[src/rtl/key_command_unit.sv]
// Game command front end: filters keyboard make events into 4-bit command strobes,
// auto-repeats a held arrow key and reports shift status.
module key_command_unit #(
  parameter int unsigned REPEAT_DELAY  = 25_000_000,
  parameter int unsigned REPEAT_PERIOD = 10_000_000
) (
  input  logic         clk,
  input  logic         rst,
  input  logic [511:0] key_down,
  input  logic [8:0]   last_change,
  input  logic         key_valid,
  output logic         cmd_valid,
  output logic [3:0]   cmd,
  output logic         cmd_shift,
  output logic         shift_held
);

  localparam logic [1:0] S_IDLE   = 2'd0;
  localparam logic [1:0] S_DELAY  = 2'd1;
  localparam logic [1:0] S_REPEAT = 2'd2;

  localparam logic [31:0] C_DELAY_TC  = 32'(REPEAT_DELAY - 1);
  localparam logic [31:0] C_PERIOD_TC = 32'(REPEAT_PERIOD - 1);

  function automatic logic [3:0] f_map(input logic [8:0] code);
    case (code)
      9'h175:  f_map = 4'd1;
      9'h172:  f_map = 4'd2;
      9'h16B:  f_map = 4'd3;
      9'h174:  f_map = 4'd4;
      9'h031:  f_map = 4'd5;
      9'h032:  f_map = 4'd6;
      9'h02D:  f_map = 4'd7;
      9'h016:  f_map = 4'd8;
      9'h01E:  f_map = 4'd9;
      9'h026:  f_map = 4'd10;
      default: f_map = 4'd0;
    endcase
  endfunction

  logic [1:0]  r_state;
  logic [8:0]  r_rep_key;
  logic [31:0] r_rep_cnt;
  logic        r_cmd_valid;
  logic [3:0]  r_cmd;
  logic        r_cmd_shift;
  logic        r_shift_held;

  logic        w_make;
  logic [3:0]  w_make_cmd;
  logic        w_make_arrow;
  logic        w_rep_held;
  logic        w_tc;
  logic        w_shift;
  logic [1:0]  w_state_nx;
  logic [8:0]  w_key_nx;
  logic [31:0] w_cnt_nx;
  logic        w_tick;
  logic        w_emit;
  logic [3:0]  w_emit_cmd;

  assign w_make       = key_valid & key_down[last_change];
  assign w_make_cmd   = w_make ? f_map(last_change) : 4'd0;
  assign w_make_arrow = (w_make_cmd != 4'd0) && (w_make_cmd <= 4'd4);
  assign w_rep_held   = key_down[r_rep_key];
  assign w_tc         = ((r_state == S_DELAY)  && (r_rep_cnt == C_DELAY_TC)) ||
                        ((r_state == S_REPEAT) && (r_rep_cnt == C_PERIOD_TC));
  assign w_shift      = key_down[9'h012] | key_down[9'h059];

  // Repeat timing keeps advancing under a non-arrow make; only the emitted code
  // is arbitrated, so a colliding tick is dropped but still resets the period.
  always_comb begin
    w_state_nx = r_state;
    w_key_nx   = r_rep_key;
    w_cnt_nx   = r_rep_cnt;
    w_tick     = 1'b0;
    if (w_make_arrow) begin
      w_state_nx = S_DELAY;
      w_key_nx   = last_change;
      w_cnt_nx   = '0;
    end else if (r_state != S_IDLE) begin
      if (!w_rep_held) begin
        w_state_nx = S_IDLE;
      end else if (w_tc) begin
        w_state_nx = S_REPEAT;
        w_cnt_nx   = '0;
        w_tick     = 1'b1;
      end else begin
        w_cnt_nx = r_rep_cnt + 32'd1;
      end
    end
    w_emit     = (w_make_cmd != 4'd0) | w_tick;
    w_emit_cmd = (w_make_cmd != 4'd0) ? w_make_cmd : f_map(r_rep_key);
  end

  always_ff @(posedge clk) begin
    if (rst) begin
      r_state      <= S_IDLE;
      r_rep_key    <= '0;
      r_rep_cnt    <= '0;
      r_cmd_valid  <= 1'b0;
      r_cmd        <= '0;
      r_cmd_shift  <= 1'b0;
      r_shift_held <= 1'b0;
    end else begin
      r_state      <= w_state_nx;
      r_rep_key    <= w_key_nx;
      r_rep_cnt    <= w_cnt_nx;
      r_cmd_valid  <= w_emit;
      r_shift_held <= w_shift;
      if (w_emit) begin
        r_cmd       <= w_emit_cmd;
        r_cmd_shift <= w_shift;
      end
    end
  end

  assign cmd_valid  = r_cmd_valid;
  assign cmd        = r_cmd;
  assign cmd_shift  = r_cmd_shift;
  assign shift_held = r_shift_held;

endmodule

[config.mk]
export PLATFORM = sky130hd
export DESIGN_NAME = key_command_unit
export DESIGN_NICKNAME = d
export VERILOG_FILES = /design/src/rtl/key_command_unit.sv
export SDC_FILE = /design/constraint.sdc
export NUM_CORES = 1
export LEC_CHECK = 0
export CAP_MARGIN = 0
export CORE_AREA = 2 2 208 210
export CTS_BUF_LIST = sky130_fd_sc_hd__clkbuf_4
export DETAILED_ROUTE_END_ITERATION = 12
export DIE_AREA = 0 0 210 212
export GPL_TIMING_DRIVEN = 0
export RECOVER_POWER = 25
export SLEW_MARGIN = 5
export SYNTH_ARGS = -nofsm -noshare
export SYNTH_HDL_FRONTEND = slang
export SYNTH_SLANG_ARGS = --single-unit
[constraint.sdc]
create_clock -name clk -period 4.1 [get_ports clk]
set_input_delay 0.82 -clock clk [delete_from_list [all_inputs] [get_ports clk]]
set_output_delay 0.82 -clock clk [all_outputs]
set_load 0.01 [all_outputs]
==> flow_results.org, run 1 <==
** Synth
- Counting distinct cell types in the post-synthesis netlist gives 81.
- Averaged over all synthesized cells, the footprint is 9.86 um2.
- Among all flip-flop cells after synthesis, the most frequent one is sky130_fd_sc_hd__dfxtp_1.
- Share of synthesized registers carrying an async set or reset :: 0%
- Count of flip-flops with a built-in enable after synthesis :: 0
- When the netlist entered floorplanning its net count stood at 1598.
- Yosys Warn Count :: 0
- Sequential elements use 9.46% of the synthesized area.
- Number of standard cells after synthesis :: 1073
- The cell area that synthesis handed to floorplanning was 10600 um2.
- Flops & latches, synth :: 50

** Drt
- For this run, design rule violations remaining after detail routing come to 0.
- Total vias in the final route :: 13.5k
- DRC violation total after the first TritonRoute iteration :: 1495
- In the final routed layout, each cell accounts on average for 34.2 um.
- Once detail routing completed, the nets flagged for antenna violations numbered 0.
- Wires add up to 74000 um.
- Via/cell ratio :: 6.22
- The first detailed-routing pass took 8 iterations.

** Timing
- Static timing analysis puts the maximum clock frequency at 241 MHz.
- The hold violation total from the final report is 0.
- After layout, the worst path uses 101% of the clock period.
- Worst Clk Skew :: 18.0 ps
- Slew at the pin closest to its max-slew limit :: 1130 ps
- Headroom to the max-slew limit came out at 24.8%.
- Final worst setup slack :: -46.1 ps
- Setup violations remaining at the end of the flow were counted as 1.
- Max-slew violation total from the final report :: 0
- Counting I/O delays and the setup requirement, the final critical path takes 4150 ps.

** Cells and area
- For this run, the post-layout net count is 2133.
- P&R area growth vs syn :: 59.7%
- Most common cell after layout, fill and taps aside :: sky130_fd_sc_hd__clkdlybuf4s50_1
- Most frequent cells in the layout :: sky130_fd_sc_hd__clkdlybuf4s50_1 (520), sky130_fd_sc_hd__mux4_2 (172), sky130_fd_sc_hd__mux2i_1 (132)
- Layout cells sized above 1 :: 19.7%

** Setup path
- For the worst flop-to-flop path, the logic depth is 11.
- Critical Path AT :: 4530 ps
- Worst setup startpoint :: r_rep_key[3]$_SDFFE_PP0P_
- Reg-to-reg startpoint :: r_rep_key[3]$_SDFFE_PP0P_
- The worst register-to-register path ends at r_rep_cnt[21]$_SDFFE_PP0P_.
- STA classifies the critical path startpoint as a register.
- The critical path in this run is classified as register to register.
- STA classifies the critical path endpoint as a register.
- Worst endpoint required time :: 4480 ps
- For flop-to-flop paths, the worst setup slack is -50 ps.
- Along the worst path, the maximum fanout reaches 10.

** Floorplan
- Ports :: 531
- From bottom edge to top edge, the die measures 212 um.
- Starting density of the core :: 24.9%
- FP Rows :: 76
- Width of the die :: 210 um
- The die covers 44500 um2.
- After floorplanning, the core was sized to cover 42500 um2.

** Pwr
- Portion of total power attributed to combinational logic :: 61.0%
- The share of total power dissipated in the clock network is 15.9%.
- Net switching is 34.8% of the power.
- In this run the power density over the cells is 125 nW/um2.
- Total internal power :: 1380 uW
- Summed over all cells, the static leakage comes to 0.00562 uW.
- Summed over all nets, the switching power comes to 738 uW.
- Sum of internal, switching and leakage power :: 2120 uW
- Power share of the sequential group :: 23.1%
- VDD sags by at most 0.164 mV.

** Clock tree
- Clock tree from TritonCTS :: done
- Clk buf depth :: 2
- The H-tree was split into 2 levels.
- Library cell used as clock root buffer :: sky130_fd_sc_hd__clkbuf_4
- The clock drives 50 sinks.
- At the later pin of the worst-skew pair, clock insertion delay measures 430 ps.
- TritonCTS Buffers :: 5
- After clock tree synthesis, the clock-pin slew on the worst setup and hold paths is 190 ps.

** Place
- Dpl ws :: -1450 ps
- In this run the tool buffered the top-level ports with 528 buffer cells.
- The congestion estimate from routability-driven global placement came to 0.997.
- Estimated wirelength of the detail-placed design :: 61100 um

** Min path
- Hold wc startpoint :: cmd[0]$_SDFFE_PP0P_
- Counting instances, the worst hold path has a depth of 2.
- Type of the worst min-delay path :: register to register
- The worst hold path terminates at cmd[0]$_SDFFE_PP0P_.

** Global routing
- Vias in the first global route :: 13.8k
- Number of antenna violations at the first check in global routing :: 11
- Global-route wire length before repair :: 101000 um
- Entering global routing, the biggest net connects 20 pins.
- Total congestion overflow :: 0
- All-Layer GR Usage :: 32.1%

** Flow run
- Across the run, the number of max-cap violations was 0.

** Run status
- Result of the run :: finished, violations left
- Failing checks :: negative setup slack
## worst max path at each step
stage | end | slack, ps
floorplan | cmd_shift$_SDFFE_PP0P_ | 390
global placement | cmd_shift$_SDFFE_PP0P_ | -1410
detailed placement | r_rep_key[0]$_SDFFE_PP0P_ | -1450
CTS | r_rep_cnt[14]$_SDFFE_PP0P_ | 9
global route | r_rep_cnt[21]$_SDFFE_PP0P_ | -20
finish | r_rep_cnt[21]$_SDFFE_PP0P_ | -50
## synth_stat cells, drive strengths merged, types with 5 or more instances
cell / count / area share, %
a21bo: 5 / 0.47
nand4: 31 / 1.8
mux2: 10 / 1.1
o31ai: 5 / 0.35
nand2b: 6 / 0.35
o21ai: 15 / 0.71
nand3b: 10 / 0.71
a21oi: 40 / 1.9
dfxtp: 50 / 9.5
and2: 10 / 0.59
nor4: 15 / 1.1
nand3: 52 / 2.5
nor2b: 20 / 1.2
a211oi: 8 / 0.57
nor2: 55 / 2.0
a22oi: 64 / 4.5
xor2: 8 / 0.66
a221oi: 10 / 0.83
buf: 76 / 4.6
mux4: 172 / 37
mux2i: 139 / 13
a31oi: 10 / 0.59
nor3b: 7 / 0.50
clkbuf: 35 / 1.2
a31o: 5 / 0.41
and3: 16 / 0.99
or3: 5 / 0.30
xnor2: 5 / 0.41
nor3: 29 / 1.4
nor4b: 5 / 0.41
inv: 25 / 0.89
nand2: 63 / 2.2
## stage by stage
step / std cells / util, % / hold WS, ps / setup TNS [ps] / cell area, um2
6_report: 2164 / 39.8 / 492 / -46.1 / 16900
5_1_grt: 2160 / 39.7 / 513 / -33.2 / 16900
4_1_cts: 2156 / 39.5 / 495 / 0 / 16800
3_5_place_dp: 2147 / 38.9 / 475 / -62510 / 16500
3_3_place_gp: 2147 / 38.9 / 471 / -61200 / 16500
2_1_floorplan: 1073 / - / 458 / 0 / 10600
## cell type report
cell class                      count  area (um2)
Antenna cell                        9        22.5
Buffer                            108         702
Clock buffer                        5        37.5
Clock inverter                      3        47.5
Fill cell                        4303       25600
Inverter                           26        98.8
Multi-Input combinational cell    886        9000
Sequential cell                    50        1000
Tap cell                          546         683
Timing Repair Buffer              531        5310
## sequential cells by signal, indices dropped and copies added (netlist names)
register	cells
cmd	4
cmd_shift	1
cmd_valid	1
r_rep_cnt	32
r_rep_key	9
r_state	2
shift_held	1
## kinds of logic (layout without fill, tap and decap cells)
family / Yosys count / count (layout) / share of synthesized area, %
AOI/OAI and AO/OA: 215 / 215 / 14.8
xor gates and xnor gates: 13 / 13 / 1.08
adders and majority gates: 1 / 1 / 0.118
buffers and inverters: 137 / 673 / 6.73
DFF: 50 / 50 / 9.46
muxes: 321 / 321 / 50.8
other: 0 / 9 / 0
and+or+nand+nor: 336 / 336 / 17.0
## power by group through the flow
stage               sequential, uW  clock, uW  combinational, uW
floorplan                      500          0                460
global placement               500          0               1230
detailed placement             500          0               1240
CTS                            490        340               1260
global route                   490        355               1330
finish                         490        338               1290
## worst max-delay path, stage by stage (launching register included)
cell	delay, ps
sky130_fd_sc_hd__dfxtp_1	480
sky130_fd_sc_hd__buf_2	390
sky130_fd_sc_hd__clkbuf_2	440
sky130_fd_sc_hd__nor2b_2	490
sky130_fd_sc_hd__a22oi_1	180
sky130_fd_sc_hd__a21boi_1	530
sky130_fd_sc_hd__nor4_4	150
sky130_fd_sc_hd__nor4_4	480
sky130_fd_sc_hd__buf_4	210
sky130_fd_sc_hd__nand2_1	90
sky130_fd_sc_hd__or4_1	490
sky130_fd_sc_hd__a21oi_1	140
## per-layer routing
layer	vias up	GRT usage (%)	part of all wire, %
li1	5509	-	-
met1	6787	39.3	37
met2	967	54.7	48
met3	200	5.51	9.3
met4	2	15.9	6.0
met5	-	0	0.011
## what timing repair did
item,4_1_cts,5_1_grt
setup endpoints to repair,49,43
pin swaps,1,3
buffers inserted,2,1
resized for setup,48,26
hold buffers,0,0
(Power assumes the default switching activity.)
==> run 2: changes to the inputs <==
--- a/config.mk
+++ b/config.mk
@@ -10,7 +10,6 @@
 export CTS_BUF_LIST = sky130_fd_sc_hd__clkbuf_4
 export DETAILED_ROUTE_END_ITERATION = 12
 export DIE_AREA = 0 0 210 212
-export GPL_TIMING_DRIVEN = 0
 export RECOVER_POWER = 25
 export SLEW_MARGIN = 5
 export SYNTH_ARGS = -nofsm -noshare
==> flow_results.org, run 2 (synthesized netlist as in run 1, its figures left out) <==
** Global routing
- Global-route wire length before repair :: 87900 um (-13%)
- Largest net degree at the start of global routing :: 49 (+150%)
- Number of antenna violations at the first check in global routing :: 11 (unchanged)
- The total global routing track utilization is 26.8% (-5.3 points).
- Vias in the first global route :: 13.2k (-4.6%)
- The aggregate global routing overflow is 0 (unchanged).

** Setup path
- Highest-delay cell along the critical path :: sky130_fd_sc_hd__nor2_1
- STA classifies the critical path startpoint as a primary input.
- The endpoint identified for the worst register-to-register timing path is r_rep_cnt[14]$_SDFFE_PP0P_.
- Critical path class :: primary input to register
- Worst-case register-to-register setup slack :: 230 ps (+280 ps)
- The stage delay of the slowest cell on the critical path is 810 ps (+280 ps).
- Reg-to-reg startpoint :: r_rep_key[1]$_SDFFE_PP0P_
- Path depth of the worst reg2reg path :: 10 (-1)
- Count of buffer and inverter cells on the critical path :: 4 (+1)
- Worst-path cell chain :: clkdlybuf4s50_1 -> buf_12 -> nor2_1 -> a22oi_1 -> a21oi_1 -> buf_4 -> a211o_1 -> a32oi_1 -> nor4b_1 -> buf_4 -> mux2i_1 -> nor2_1
- Worst endpoint required time :: 4380 ps (-100 ps)
- Critical-path maximum fanout :: 11 (+1)
- The critical path data arrival time was 4250 ps (-280 ps).
- STA classifies the critical path endpoint as a register.
- Delay-heaviest family, CP :: simple AND/OR/NAND/NOR gates

** Clock tree
- The total clock buffers created by CTS came to 5 (unchanged).
- Clk buf depth :: 2 (unchanged)
- # hold bufs at CTS :: 0 (unchanged)
- The number of instances resized during post-cts repair is 0 (-100%).
- Library cell used as clock root buffer :: sky130_fd_sc_hd__clkbuf_4
- The H-tree level count was 2 (unchanged).
- Insertion delay to the later sink of the worst-skew pair :: 400 ps (-30 ps)
- Clock slew at the register clock pins of the worst setup and hold paths :: 180 ps (about the same)
- Clock tree from TritonCTS :: done
- Number of clock sinks seen by CTS :: 50 (unchanged)
- The total setup buffers inserted after CTS is 0 (-2).

** Place
- The routability-driven placement congestion ratio came to 0.985 (-1.3%).
- The placed wire-length estimate was 52400 um (-14%).
- The cell area reported after detailed placement is 17000 um2 (+3.0%).
- Total of buffers placed on input and output ports :: 530 (+0.38%)
- The setup slack at placement was -125 ps (+1320 ps).

** Cells and area
- Largest register FFs :: 32 (unchanged)
- Most common cell after layout, fill and taps aside :: sky130_fd_sc_hd__clkdlybuf4s50_1
- The final net count came to 2133 (unchanged).
- The library cells used most frequently in the layout, excluding fill and tap cells, are sky130_fd_sc_hd__clkdlybuf4s50_1 (519), sky130_fd_sc_hd__mux4_2 (172), sky130_fd_sc_hd__mux2i_1 (139).
- The area growth from synthesis to layout is 61.8%.
- Total of fill cells in the finished design :: 4126 (-4.1%)
- The post-route cell area is 17100 um2 (+1.3%).
- Ranked by flip-flop count, first place goes to r_rep_cnt.
- Layout cells sized above 1 :: 20.3% (+0.56 points)

** Floorplan
- FP Rows :: 76 (unchanged)
- The number of placed I/O pins came to 531 (unchanged).
- The vertical die dimension came to 212 um (unchanged).
- The floorplan core area was 42500 um2 (unchanged).
- The area of the die came to 44500 um2 (unchanged).
- The die extent in x was 210 um (unchanged).
- The initial core utilization is 24.9% (unchanged).

** Timing
- Worst max-slew margin expressed relative to the limit :: 30.0% (+5.3 points)
- Max-slew violation total from the final report :: 0 (unchanged)
- Final worst-path cycle share :: 96.7% (-4.4 points)
- Setup repair after global routing left no endpoint under its margin.
- Setup Viol. Count Final :: 0 (-1)
- The hold violation total from the final report was 0 (unchanged).
- The worst clock skew on the final layout was 25.4 ps (+7.47 ps).
- Final worst setup slack :: 134 ps (+180 ps)
- Final critical-path required period :: 3970 ps (-180 ps)
- The fmax is 252 MHz (+4.5%).
- The pin slew with the least headroom to its limit was 1050 ps (-80.4 ps).

** Drt
- The detailed-route wire length is 61300 um (-17%).
- The number of remaining DRC errors came to 0 (unchanged).
- First-pass iteration count of the detailed router :: 7 (-1)
- DRC violation total after the first TritonRoute iteration :: 904 (-40%)
- Via/cell ratio :: 5.78 (-7.2%)
- Total vias in the final route :: 12.5k (-7.2%)
- Average wire length per cell after detail routing :: 28.3 um (-17%)
- Number of nets still failing antenna checks after routing :: 0 (unchanged)

** Min path
- Hold endpoint :: r_state[0]$_SDFFE_PP0P_
- The min-delay analysis places its worst path in the category register to register.
- The number of cells on the worst hold path was 2 (unchanged).
- The startpoint identified for the worst hold timing path is r_state[0]$_SDFFE_PP0P_.

** Pwr
- Total internal power :: 1350 uW (-2.1%)
- Clock Power Share :: 12.2% (-3.7 points)
- Power Dens Cells :: 117 nW/um2 (-6.6%)
- The total design power came to 2010 uW (-5.3%).
- The switching portion of total power is 32.6% (-2.2 points).
- The largest voltage drop on the vdd net came to 0.0804 mV (-51%).
- Lkg Pwr :: 0.00579 uW (+3.0%)
- Portion of total power attributed to combinational logic :: 63.3% (+2.3 points)
- Power dissipated by switching net loads :: 654 uW (-11%)
- The portion of total power attributed to sequential cells was 24.5% (+1.4 points).

** Run status
- Result of the run :: finished clean

** Flow run
- The number of max-cap violations came to 0 (unchanged).
[run 2: cell count changes in the layout (fill, tap and decap cells not counted), sizes merged]
cell,delta
buf,+39
bufinv,-1
clkbuf,-38
clkdlybuf4s50,-1
clkinv,+2
inv,-1
[run 2: worst max path at each step]
stage                         startpoint  slack (ps)  cells after the start                    endpoint
5_1_grt                   last_change[2]          10                     12   r_rep_key[3]$_SDFFE_PP0P_
2_1_floorplan             last_change[1]         390                     13      cmd_shift$_SDFFE_PP0P_
4_1_cts        r_rep_key[1]$_SDFFE_PP0P_         260                     11  r_rep_cnt[14]$_SDFFE_PP0P_
3_3_place_gp              last_change[0]         -90                     12      cmd_shift$_SDFFE_PP0P_
6_report                  last_change[2]         130                     12   r_rep_key[2]$_SDFFE_PP0P_
3_5_place_dp              last_change[0]        -120                     12      cmd_shift$_SDFFE_PP0P_
[run 2: power by group through the flow]
stage / registers (uW) / logic, uW / clock network [uW]
floorplan: 500 / 460 / 0
global placement: 502 / 1250 / 0
detailed placement: 502 / 1260 / 0
CTS: 492 / 1270 / 250
global route: 492 / 1330 / 264
finish: 492 / 1270 / 245
[run 2: final cells by class]
class | count | area [um2] | area share (%)
Antenna cell | 9 | 22.5 | 0.132
Clock buffer | 5 | 37.5 | 0.219
Clock inverter | 3 | 16.3 | 0.0950
Inverter | 26 | 97.6 | 0.570
Multi-Input combinational cell | 886 | 8870 | 51.8
Sequential cell | 50 | 1010 | 5.91
Tap cell | 546 | 683 | 3.99
Timing Repair Buffer | 639 | 6380 | 37.3
[run 2: through the flow]
step / TNS [ps] / std cells / utilization, % / hold WS (ps)
after floorplan: 0 / 1073 / - / 458
after global routing: 0 / 2162 / 40.3 / 538
after CTS: 0 / 2155 / 40.2 / 515
after global placement: -1390 / 2147 / 40.1 / 484
final: 0 / 2164 / 40.3 / 509
after detailed placement: -2520 / 2147 / 40.1 / 496
[run 2: worst register-to-register path, stage by stage (launching register included)]
cell                       delay [ps]
sky130_fd_sc_hd__dfxtp_4          870
sky130_fd_sc_hd__buf_4            390
sky130_fd_sc_hd__mux4_2           350
sky130_fd_sc_hd__mux2_2           270
sky130_fd_sc_hd__o311ai_1         440
sky130_fd_sc_hd__a32oi_1          210
sky130_fd_sc_hd__a32o_1           310
sky130_fd_sc_hd__buf_4            210
sky130_fd_sc_hd__and4_1           320
sky130_fd_sc_hd__and3_1           230
sky130_fd_sc_hd__o21ba_1          160
[run 2: routing by layer]
layer | track usage [%] | share of wire, % | up-vias
met1 | 32.6 | 39 | 6240
li1 | - | - | 5521
met2 | 49.2 | 51 | 640
met4 | 7.46 | 3.1 | 2
met5 | 0 | 0.021 | -
met3 | 3.91 | 6.8 | 95
